--- config.mk ---
export PLATFORM = sky130hd
export DESIGN_NAME = accum_seq_ctrl
export DESIGN_NICKNAME = d
export VERILOG_FILES = /design/src/rtl/pred_pkg.sv /design/src/rtl/seq_watchdog.sv /design/src/rtl/accum_seq_ctrl.sv
export SDC_FILE = /design/constraint.sdc
export NUM_CORES = 1
export LEC_CHECK = 0
export BUFFER_PORTS_ARGS = -buffer_cell sky130_fd_sc_hd__buf_2
export CAP_MARGIN = 20
export CORE_MARGIN = 4
export CORE_UTILIZATION = 30
export CTS_CLUSTER_DIAMETER = 60
export DETAILED_ROUTE_END_ITERATION = 8
export GPL_TIMING_DRIVEN = 0
export PLACE_DENSITY_LB_ADDON = 0.3
export SYNTH_ARGS = -nofsm -noshare
export SYNTH_HDL_FRONTEND = slang
export SYNTH_HIERARCHICAL = 1
export SYNTH_SLANG_ARGS = --single-unit
--- constraint.sdc ---
create_clock -name clk -period 4.02 [get_ports clk]
set_clock_uncertainty 0.1 [all_clocks]
set_input_delay 0.402 -clock clk [delete_from_list [all_inputs] [get_ports clk]]
set_output_delay 0.402 -clock clk [all_outputs]
set_load 0.01 [all_outputs]
--- src/rtl/pred_pkg.sv ---
// Shared definitions for the predictor FMULT/ACCUM sequencer.
// Holds the sequencer state encoding, default term counts, the ACCUM width,
// and the operand-pair index constants used by the operand muxes.
package pred_pkg;

   // Default sizing
   localparam int unsigned NZ_DEF      = 6;   // zero-section (B) terms
   localparam int unsigned NP_DEF      = 2;   // pole-section (A) terms
   localparam int unsigned AW_DEF      = 16;  // ACCUM width
   localparam int unsigned TIMEOUT_DEF = 64;  // WAIT cycles per term before abort

   // Index and state widths
   localparam int unsigned IW = 3;
   localparam int unsigned SW = 3;

   // Operand-pair index constants
   localparam logic [IW-1:0] IDX_B1 = IW'(0);
   localparam logic [IW-1:0] IDX_A1 = IW'(NZ_DEF);

   // Sequencer state encoding
   localparam logic [2:0] IDLE  = 3'd0;
   localparam logic [2:0] CLEAR = 3'd1;
   localparam logic [2:0] MUL   = 3'd2;
   localparam logic [2:0] WAIT  = 3'd3;
   localparam logic [2:0] ADD   = 3'd4;
   localparam logic [2:0] CAPZ  = 3'd5;
   localparam logic [2:0] CAPE  = 3'd6;
   localparam logic [2:0] DONE  = 3'd7;

endpackage

--- src/rtl/seq_watchdog.sv ---
// Per-term WAIT watchdog for the FMULT/ACCUM sequencer.
// Ports:
//   clk     in  system clock, rising edge
//   reset   in  asynchronous active-low reset
//   clr     in  restart the count at zero (issued when a product is launched)
//   en      in  advance the count by one (each WAIT cycle without fm_done)
//   expire  out count has reached TIMEOUT-1
module seq_watchdog #(
   parameter int unsigned TIMEOUT = 64
) (
   input  logic clk,
   input  logic reset,
   input  logic clr,
   input  logic en,
   output logic expire
);

   localparam int unsigned CW = (TIMEOUT > 2) ? $clog2(TIMEOUT) : 1;

   logic [CW-1:0] cnt;

   // Cycle counter; holds at the terminal value so it can never wrap
   always_ff @(posedge clk or negedge reset) begin
      if (!reset) begin
         cnt <= '0;
      end else if (clr) begin
         cnt <= '0;
      end else if (en && !expire) begin
         cnt <= cnt + CW'(1);
      end
   end

   assign expire = (cnt == CW'(TIMEOUT - 1));

endmodule

--- src/rtl/accum_seq_ctrl.sv ---
// Per-channel sequencer for the predictor's shared FMULT/ACCUM resource.
// On start it clears ACCUM, then launches NZ zero-section products
// (B x DQ) and NP pole-section products (A x SR), gating each result into
// ACCUM. SEZ is captured after the last zero term, SE after the last pole term.
// Ports:
//   clk        in   system clock, rising edge
//   reset      in   asynchronous active-low reset
//   start      in   begin one channel (sampled only in IDLE)
//   fm_done    in   FMULT result valid (sampled only in WAIT)
//   S          in   ACCUM register output, AW bits two's complement
//   fm_start   out  launch FMULT on operand pair idx (state decode)
//   idx        out  operand-pair select 0..NZ+NP-1
//   acc_clear  out  ACCUM clear (state decode)
//   acc_add    out  W gate into ACCUM (state decode)
//   sez        out  S[AW-1:1] after the last zero term
//   se         out  S[AW-1:1] after the last pole term
//   busy       out  high in every state but IDLE
//   done       out  one-cycle end-of-channel pulse (normal or abort)
//   err        out  sticky timeout flag, cleared by an accepted start
module accum_seq_ctrl
   import pred_pkg::*;
#(
   parameter int unsigned NZ      = NZ_DEF,
   parameter int unsigned NP      = NP_DEF,
   parameter int unsigned AW      = AW_DEF,
   parameter int unsigned TIMEOUT = TIMEOUT_DEF
) (
   input  logic          clk,
   input  logic          reset,
   input  logic          start,
   input  logic          fm_done,
   input  logic [AW-1:0] S,
   output logic          fm_start,
   output logic [IW-1:0] idx,
   output logic          acc_clear,
   output logic          acc_add,
   output logic [AW-2:0] sez,
   output logic [AW-2:0] se,
   output logic          busy,
   output logic          done,
   output logic          err
);

   localparam logic [IW-1:0] IDX_ZLAST = IW'(NZ - 1);
   localparam logic [IW-1:0] IDX_PLAST = IW'(NZ + NP - 1);

   logic [SW-1:0] state;
   logic [SW-1:0] state_next;
   logic [IW-1:0] idx_next;
   logic [AW-2:0] sez_next;
   logic [AW-2:0] se_next;
   logic          err_next;
   logic          wd_clr;
   logic          wd_en;
   logic          wd_expire;
   logic          unused_s_lsb;

   // The halved captures drop the ACCUM LSB
   assign unused_s_lsb = S[0];

   // WAIT timeout counter
   seq_watchdog #(
      .TIMEOUT (TIMEOUT)
   ) u_watchdog (
      .clk    (clk),
      .reset  (reset),
      .clr    (wd_clr),
      .en     (wd_en),
      .expire (wd_expire)
   );

   // Next-state, index and capture logic
   always_comb begin
      state_next = state;
      idx_next   = idx;
      sez_next   = sez;
      se_next    = se;
      err_next   = err;
      wd_clr     = 1'b0;
      wd_en      = 1'b0;

      case (state)
         IDLE: begin
            if (start) begin
               state_next = CLEAR;
               err_next   = 1'b0;
               idx_next   = IDX_B1;
            end
         end
         CLEAR: begin
            state_next = MUL;
         end
         MUL: begin
            state_next = WAIT;
            wd_clr     = 1'b1;
         end
         WAIT: begin
            // A result arriving on the expiry cycle still counts
            if (fm_done) begin
               state_next = ADD;
            end else if (wd_expire) begin
               err_next   = 1'b1;
               state_next = DONE;
            end else begin
               wd_en = 1'b1;
            end
         end
         ADD: begin
            if (idx == IDX_ZLAST) begin
               state_next = CAPZ;
            end else if (idx == IDX_PLAST) begin
               state_next = CAPE;
            end else begin
               idx_next   = idx + IW'(1);
               state_next = MUL;
            end
         end
         CAPZ: begin
            sez_next   = S[AW-1:1];
            idx_next   = idx + IW'(1);
            state_next = MUL;
         end
         CAPE: begin
            se_next    = S[AW-1:1];
            state_next = DONE;
         end
         DONE: begin
            state_next = IDLE;
         end
         default: begin
            state_next = IDLE;
         end
      endcase
   end

   // State and output registers; busy/done follow the state being entered
   always_ff @(posedge clk or negedge reset) begin
      if (!reset) begin
         state <= IDLE;
         idx   <= '0;
         sez   <= '0;
         se    <= '0;
         err   <= 1'b0;
         busy  <= 1'b0;
         done  <= 1'b0;
      end else begin
         state <= state_next;
         idx   <= idx_next;
         sez   <= sez_next;
         se    <= se_next;
         err   <= err_next;
         busy  <= (state_next != IDLE);
         done  <= (state_next == DONE);
      end
   end

   // Datapath strobes decoded from the state register
   assign acc_clear = (state == CLEAR);
   assign fm_start  = (state == MUL);
   assign acc_add   = (state == ADD);

endmodule

==> results of run 1 <==
power groups by stage:
stage,Sequential (mW),Combinational [mW],Clock [mW]
after floorplan,0.867,0.449,0
after global placement,0.779,0.826,0
after detailed placement,0.785,0.839,0
after CTS,0.779,0.838,0.342
after global routing,0.802,0.906,0.361
final,0.776,0.824,0.327
registers in the layout, indices dropped and copies added, names as in the netlist:
| signal | flops |
|---|---|
| se | 15 |
| busy | 1 |
| idx | 3 |
| done | 1 |
| sez | 15 |
| state | 3 |
| err | 1 |
| u_watchdog/cnt | 6 |
final timing paths:
kind                            slack (ns)  cells past startpoint                 to
max in group asynchronous             2.90                      3              se[1]
worst max-delay path                  1.55                      3           fm_start
worst min register to register        0.40                      1              se[2]
worst max register to register        1.81                      5  u_watchdog/cnt[1]
min in group asynchronous             0.44                      2              se[9]
worst min-delay path                  0.25                      2             se[13]
synth_stat cells (2+ instances only):
cell type and instances:
and3_1 2, mux2_2 21, ha_1 4, o21bai_1 2, buf_4 2, nand4_1 2, a211oi_1 2, o21ai_0 3
buf_6 3, nand2_1 6, a31oi_1 2, nor2b_1 2, a21oi_1 5, mux2_4 10, nor3_1 4, o211ai_1 2
nor2_1 5, nor3b_1 5, inv_1 6, a22o_1 2, dfrtp_1 45, nand4b_1 2
cells by family after synthesis:
family | share of synthesized area, %
compound gates | 8.268
flops | 53.92
mux | 18.51
simple gates | 11.92
buf+inv | 4.972
fa+ha+maj | 2.397
per-layer routing:
metal | track usage, % | vias to the layer above | wire length [um]
met5 | 0 | - | 0
met4 | 3.392 | 0 | 31
met3 | 2.154 | 2 | 129
met2 | 17.41 | 27 | 2178
met1 | 13.01 | 718 | 1921
li1 | - | 703 | -
cell type report:
type	instances	share of cell area (%)
inverters	7	1.000
plain buffers	8	2.952
well taps	96	4.571
clock buffers	5	2.619
clock inverters	2	1.333
flip-flops and latches	45	42.86
multi-input cells	99	32.67
repair buffers	59	12.00
worst max-delay path, cell delays in order, from the launching register on:
cell	delay (ns)
dfrtp_1	0.43
clkbuf_1	0.23
nor3_1	0.76
buf_2	0.27
per-stage QoR:
stage / total power [mW] / cell area [um2] / instances / hold WS [ns] / setup WS [ns]
2_1_floorplan: 1.316 / 2088 / 159 / 0.006409 / 2.044
3_3_place_gp: 1.605 / 2494 / 312 / 0.3834 / 1.814
3_5_place_dp: 1.623 / 2494 / 312 / 0.3876 / 1.788
4_1_cts: 1.959 / 2597 / 319 / 0.2283 / 1.506
5_1_grt: 2.069 / 2628 / 321 / 0.2422 / 1.324
6_report: 1.927 / 2628 / 321 / 0.2529 / 1.551
what timing repair did:
action | 4_1_cts | 5_1_grt
hold buffers | 0 | 1
hold endpoints to repair | 0 | 13
gates resized for setup | 0 | 0
==> metrics.txt, run 1 <==
Routed WL=4.260 mm; FMAX=405.1 MHz; Pint=1.267 mW; crit path launch=state[0]; final hold violation count=0; Overflow after GRT=0; Final GP Congestion=0.8067; slew at the pin closest to its max-slew limit=0.8663 ns; CTS tree=built; RR Startpoint=state[0]; Mapped Nets=183; YS warnings=6; count of cell types in the netlist=44; Die Width=91.43 um; switching power total=660.6 uW; Setup Viol. Count Final=0; share of post-route cells with drive strength above 1=48.00%; Hold WC Path Type=in2reg; largest net degree at the start of global routing=46; commonest non-fill, non-tap cell in the layout=buf_2; Post-synth ARST share=100.0%; Clk pwr share=17.0%; Max clock buf depth=2; number of DRC markers in iteration 0=51; Die ar.=0.008359 mm2; port buffer count=57; hold path start=S[14]; DR DRC count=0; register area=0.001126 mm2; clk_lat worst skew=0.28 ns; Core Util, Final=38.67%; Nets=249; startpoint types=flop; Seq/Total Area, Yosys=53.92%; area of the core=0.006794 mm2; vias in the first global route=1447; Worst setup EP type=output port; Crit Path Max Fanout=10; Placement Rows=30; clk sinks=45; Final min period=2.469 ns; most frequent cells in the layout=58 x buf_2, 45 x dfrtp_1, 21 x mux2_2; number of vias per cell=4.517; WS Path Type=reg2out; root buffer cell=clkbuf_8; RSZ-0062 raised after global routing=no; Reg clk slew, reported paths=0.09 ns; vias=1450; EDFF count, synth=0; Routed Antenna Nets=0; htree depth=2; Most used DFF post-synth=dfrtp_1; Leakage=1.260 nW; Net Sw Frac=34.28%; hpwl dp=3.109 mm; Slew Viols, Final=0; starting density of the core=30.74%; Filler cells=679; Area Overhead vs Synth=25.82%; first-pass GRT wire length=6.982 mm; Synth area leaders=dfrtp_1 54%, mux2_2 11%, mux2_4 7.2%, ha_1 2.4%, nor3b_1 1.8%; ANT cells=0; #FFs+latches synth=45; Setup Buffers After CTS=0; Reg power frac=40.3%; crit path DAT=1.97 ns; PD cells=733.5 mW/mm2; CTS Buf Count=5; Post-Syn Instances=159; final worst-path cycle share=61.41%; top cell type's share of synthesized area=53.92%; Die Y=91.43 um; WL/cell=13.27 um; area of the mapped netlist=0.002088 mm2; post-synth top area cell=dfrtp_1; slew margin rel.=41.80%; Peak VDD IR=0.2970 mV; final setup TNS=0 ns; initial antenna violation count=0; drt pass-1 iters=4; Comb pwr share=42.8%; Multi-input gate area=858.3 um2; Ports=59; Avg Cell Area, Syn=13.13 um2; worst path required time=3.52 ns; gr usage total=10.29%; max-cap viol count=0; status=finished, final reports clean
Power figures use the tool's default switching activity.
==> inputs of run 2 (changes only) <==
==> constraint.sdc (replaced) <==
create_clock -name clk -period 2 [get_ports clk]
set_clock_uncertainty 0.1 [all_clocks]
set_input_delay 0.2 -clock clk [delete_from_list [all_inputs] [get_ports clk]]
set_output_delay 0.2 -clock clk [all_outputs]
set_load 0.01 [all_outputs]
==> run 2 against run 1 <==
  * Design area is 1.3% higher
  * Sequential power is 100% higher
  * Power is 100% higher
  * Combinational power is 110% higher
  * Routed wire length is 0.35% higher
  * Die area stayed put
  * Worst setup slack worse by 1.4 ns
  * Global-route usage hardly changed
  * Hold slack worse by 0.20 ns
==> metrics.txt, run 2 (same netlist as run 1, synthesis figures left out) <==
Ports=59; gr usage total=10.31%; port buffer count=57; startpoint types=flop; Reg clk slew, reported paths=0.09 ns; max-cap viol count=0; Buf+Inv Stages, Crit Path=2; area of the core=0.006794 mm2; crit path launch=u_watchdog/cnt[3]; vias in the first global route=1449; DR DRC count=0; final instance count without filler cells=323; Overflow after GRT=0; PD cells=1473 mW/mm2; Fin Hold WS=0.05090 ns; largest net degree at the start of global routing=46; Hold WC Path Type=in2reg; CTS tree=built; Clk pwr share=16.7%; Worst setup EP type=flop; Worst Hold Depth=2; worst r2r path cells=7; slew margin rel.=76.38%; reg2reg end=u_watchdog/cnt[5]; slew at the pin closest to its max-slew limit=0.3543 ns; starting density of the core=30.74%; Reg power frac=39.8%; Top Family by Delay on Critical Path=simple AND/OR/NAND/NOR gates; crit path DAT=1.95 ns; Comb pwr share=43.5%; CTS Buf Count=5; FMAX=532.9 MHz; first-pass GRT wire length=6.996 mm; status=finished, final reports clean; Routed Antenna Nets=0; number of vias per cell=4.508; most frequent cells in the layout=58 x buf_2, 45 x dfrtp_1, 21 x mux2_2; final setup TNS=0 ns; Routed WL=4.275 mm; Placement Rows=30; RR Startpoint=u_watchdog/cnt[3]; hpwl dp=3.109 mm; CP cell instances=and3_1 > buf_6 > nor2b_4 > nor3_2 > buf_4 > nand4_1 > o311a_1; final hold violation count=0; top flop regs=se x15, sez x15, u_watchdog/cnt x6; clk sinks=45; dpl cell area=0.002494 mm2; post-route design area=0.002663 mm2; WL/cell=13.24 um; Crit Path Max Fanout=8; Slew Viols, Final=0; WS Path Type=reg2reg; Setup Viol. Count Final=0; htree depth=2; Final GP Congestion=0.8067; final worst-path cycle share=93.82%; Pint=2.576 mW; Max clock buf depth=2; share of post-route cells with drive strength above 1=50.22%; Placed Cells=312; initial antenna violation count=0; switching power total=1.345 mW; crit path to=u_watchdog/cnt[5]; clk_lat worst skew=0.28 ns; number of DRC markers in iteration 0=48; Final min period=1.876 ns; Core Util, Final=39.19%; drt pass-1 iters=4; worst path required time=2.07 ns; ANT cells=0; Slowest cell on crit path=dfrtp_1; RSZ-0062 raised after global routing=no; Leakage=1.276 nW; Die ar.=0.008359 mm2; commonest non-fill, non-tap cell in the layout=buf_2; root buffer cell=clkbuf_8; vias=1456; Peak VDD IR=0.5961 mV; Die Y=91.43 um; Nets=251; Area Overhead vs Synth=27.50%; Die Width=91.43 um; cell count along the critical path=7; worst reg-to-reg setup slack=0.12 ns; max incr delay on CP=0.42 ns; Net Sw Frac=34.30%
## run 2: cell types whose count changed in the layout (fill, tap and decap cells not counted), sizes merged
cell and delta:
buf +2
## run 2: cell type report
type	instances	area, um2
Clock buffer	5	68.82
Buffer	8	78.83
Fill cell	677	4131
Tap cell	96	120.1
Timing Repair Buffer	61	330.3
Sequential cell	45	1126
Multi-Input combinational cell	99	877.1
Inverter	7	26.28
Clock inverter	2	35.03
## run 2: worst min path at each step
| stage | startpoint | endpoint |
|---|---|---|
| 3_5_place_dp | reset | se[9] |
| 6_report | S[14] | se[13] |
| 4_1_cts | reset | sez[13] |
| 5_1_grt | S[5] | se[4] |
| 2_1_floorplan | reset | busy |
| 3_3_place_gp | reset | se[9] |
## run 2: metrics by stage
stage | power (mW) | setup WS [ns]
global placement | 3.226 | -0.2058
global route | 4.213 | 0.03562
finish | 3.921 | 0.1235
CTS | 3.948 | -0.01617
floorplan | 2.645 | 0.02426
detailed placement | 3.263 | -0.2322
## run 2: per-layer routing
metal / vias up / part of all wire (%) / track usage (%)
met1: 716 / 45 / 13.06
li1: 711 / - / -
met4: 0 / 0.73 / 3.392
met5: - / 0 / 0
met2: 27 / 52 / 17.41
met3: 2 / 3.0 / 2.154
## run 2: power by group through the flow
stage,combinational [mW],sequential [mW],clock (mW)
final,1.70,1.56,0.656
after global routing,1.87,1.61,0.727
after CTS,1.69,1.57,0.687
after detailed placement,1.69,1.58,0
after global placement,1.66,1.57,0
after floorplan,0.902,1.74,0
## run 2: repair_timing
item | 4_1_cts | 5_1_grt
pin swaps | 1 | 1
resized for setup | 2 | 4
setup endpoints to repair | 4 | 6
setup buffers | 0 | 2
hold endpoints to repair | 0 | 13
hold buffers | 0 | 1
==> inputs of run 3 (changes only) <==
--- a/config.mk
+++ b/config.mk
@@ -7,12 +7,13 @@
 export LEC_CHECK = 0
 export BUFFER_PORTS_ARGS = -buffer_cell sky130_fd_sc_hd__buf_2
 export CAP_MARGIN = 20
-export CORE_MARGIN = 4
+export CORE_MARGIN = 2
 export CORE_UTILIZATION = 30
 export CTS_CLUSTER_DIAMETER = 60
 export DETAILED_ROUTE_END_ITERATION = 8
 export GPL_TIMING_DRIVEN = 0
 export PLACE_DENSITY_LB_ADDON = 0.3
+export RECOVER_POWER = 50
 export SYNTH_ARGS = -nofsm -noshare
 export SYNTH_HDL_FRONTEND = slang
 export SYNTH_HIERARCHICAL = 1
==> run 3 against run 2 <==
  * Hold slack lost 0.0084 ns
  * Clock power decreased by 16%
  * Sequential cell count is the same
  * Register-to-register slack worse by 0.04 ns
  * Clock-buffer cell count is the same
  * Largest power group unchanged
  * First-iteration DRC count is 6.3% lower
  * Power fell by 3.5%
  * Global-route usage is 1.5 points higher
  * Critical path type unchanged
  * Highest routed layer unchanged
==> metrics.txt, run 3 (same netlist as run 1, synthesis figures left out) <==
Reg power frac=41.5%; worst r2r path cells=7; hpwl dp=3.023 mm; startpoint types=flop; crit path DAT=2.00 ns; Pint=2.401 mW; final hold violation count=0; Final GP Congestion=0.7929; Routed Antenna Nets=0; register area=0.001126 mm2; vias in the first global route=1406; final worst-path cycle share=96.00%; Slowest cell on crit path=dfrtp_1; Final min period=1.920 ns; Routed WL=4.354 mm; Slew Viols, Final=0; DR DRC count=0; Die Y=87.43 um; Filler cells=698; ANT cells=0; number of DRC markers in iteration 0=45; Setup Viol. Count Final=0; slew margin rel.=51.42%; CTS Buf Count=5; worst reg-to-reg setup slack=0.08 ns; Crit Path Max Fanout=6; Fin Hold WS=0.04253 ns; RSZ-0062 raised after global routing=no; PD cells=1458 mW/mm2; WS Path Type=reg2reg; largest net degree at the start of global routing=46; Hold WC Path Type=in2reg; Placement Rows=30; drt pass-1 iters=4; Leakage=1.211 nW; CTS tree=built; Die Width=87.43 um; WL/cell=14.09 um; max incr delay on CP=0.41 ns; clk sinks=45; area of the core=0.006756 mm2; top flop regs=se x15, sez x15, u_watchdog/cnt x6; RR Startpoint=u_watchdog/cnt[5]; share of post-route cells with drive strength above 1=41.92%; Nets=252; Final WS setup=0.08006 ns; root buffer cell=clkbuf_8; Post-Place Worst Slack=-0.2393 ns; Worst Hold Depth=2; Area Overhead vs Synth=24.27%; slew at the pin closest to its max-slew limit=0.7287 ns; commonest non-fill, non-tap cell in the layout=dfrtp_1; reg2reg end=u_watchdog/cnt[5]; Multi-input gate area=877.1 um2; Clk pwr share=14.5%; final setup TNS=0 ns; Reg clk slew, reported paths=0.09 ns; clk_lat worst skew=0.29 ns; Die ar.=0.007644 mm2; Ports=59; starting density of the core=30.91%; Core Util, Final=38.41%; initial antenna violation count=0; Net Sw Frac=36.54%; Worst setup EP type=flop; first-pass GRT wire length=7.024 mm; vias=1440; FMAX=520.9 MHz; max-cap viol count=0; hold path start=S[14]; status=finished, final reports clean; Comb pwr share=44.0%; Peak VDD IR=0.5846 mV; gr usage total=11.85%; switching power total=1.383 mW; Max clock buf depth=2; worst path required time=2.08 ns; htree depth=2; Hold EP=se[13]; number of vias per cell=4.660; port buffer count=57; Overflow after GRT=0; CP cell instances=and3_1 > buf_6 > nor2b_4 > nor3_2 > buf_4 > nand4_1 > o311a_1; most frequent cells in the layout=45 x dfrtp_1, 38 x buf_2, 21 x mux2_2
[run 3: what timing repair did]
| action | CTS | global route |
|---|---|---|
| pin swaps | 1 | 0 |
| cloned | 0 | 0 |
| buffers inserted | 2 | 1 |
| endpoints found under the setup margin | 4 | 5 |
| hold buffers | 0 | 1 |
| resized for setup | 3 | 2 |
| endpoints found under the hold margin | 0 | 13 |
[run 3: how the worst max path moves through the flow]
stage | to | startpoint
global placement | u_watchdog/cnt[1] | state[0]
detailed placement | u_watchdog/cnt[1] | state[0]
CTS | fm_start | state[0]
floorplan | u_watchdog/cnt[1] | state[0]
global route | u_watchdog/cnt[5] | u_watchdog/cnt[5]
finish | u_watchdog/cnt[5] | u_watchdog/cnt[5]
[run 3: final cells by class]
cell class | instances | area share [%]
Buffer | 8 | 3.038
Tap cell | 80 | 3.857
Timing Repair Buffer | 62 | 11.57
Sequential cell | 45 | 43.39
Inverter | 7 | 1.013
Clock buffer | 5 | 2.652
Clock inverter | 3 | 0.6750
Multi-Input combinational cell | 99 | 33.80
[run 3: power groups by stage]
stage          logic (mW)  registers (mW)  clock network [mW]
6_report             1.66            1.57               0.550
5_1_grt              1.83            1.62               0.621
4_1_cts              1.72            1.56               0.593
3_5_place_dp         1.68            1.58                   0
3_3_place_gp         1.66            1.56                   0
2_1_floorplan       0.902            1.74                   0
[run 3: worst max-delay path, delay by kind of cell, from the launching register on]
kind / cells / cell delay (ns)
buf+inv: 2 / 0.26
simple gates: 4 / 0.66
flops: 1 / 0.41
compound gates: 1 / 0.38
[run 3: metal layers]
| metal | part of all wire, % | up-vias | global-route usage, % |
|---|---|---|---|
| met2 | 50 | 28 | 19.63 |
| li1 | - | 707 | - |
| met5 | 0 | - | 0 |
| met1 | 46 | 701 | 15.11 |
| met4 | 1.2 | 0 | 4.615 |
| met3 | 3.5 | 4 | 2.464 |
[run 3: stage by stage]
step | area (um2) | total power, mW | std cells
CTS | 2584 | 3.874 | 306
floorplan | 2088 | 2.645 | 159
detailed placement | 2474 | 3.261 | 296
finish | 2595 | 3.784 | 309
global placement | 2474 | 3.226 | 296
global route | 2595 | 4.077 | 309
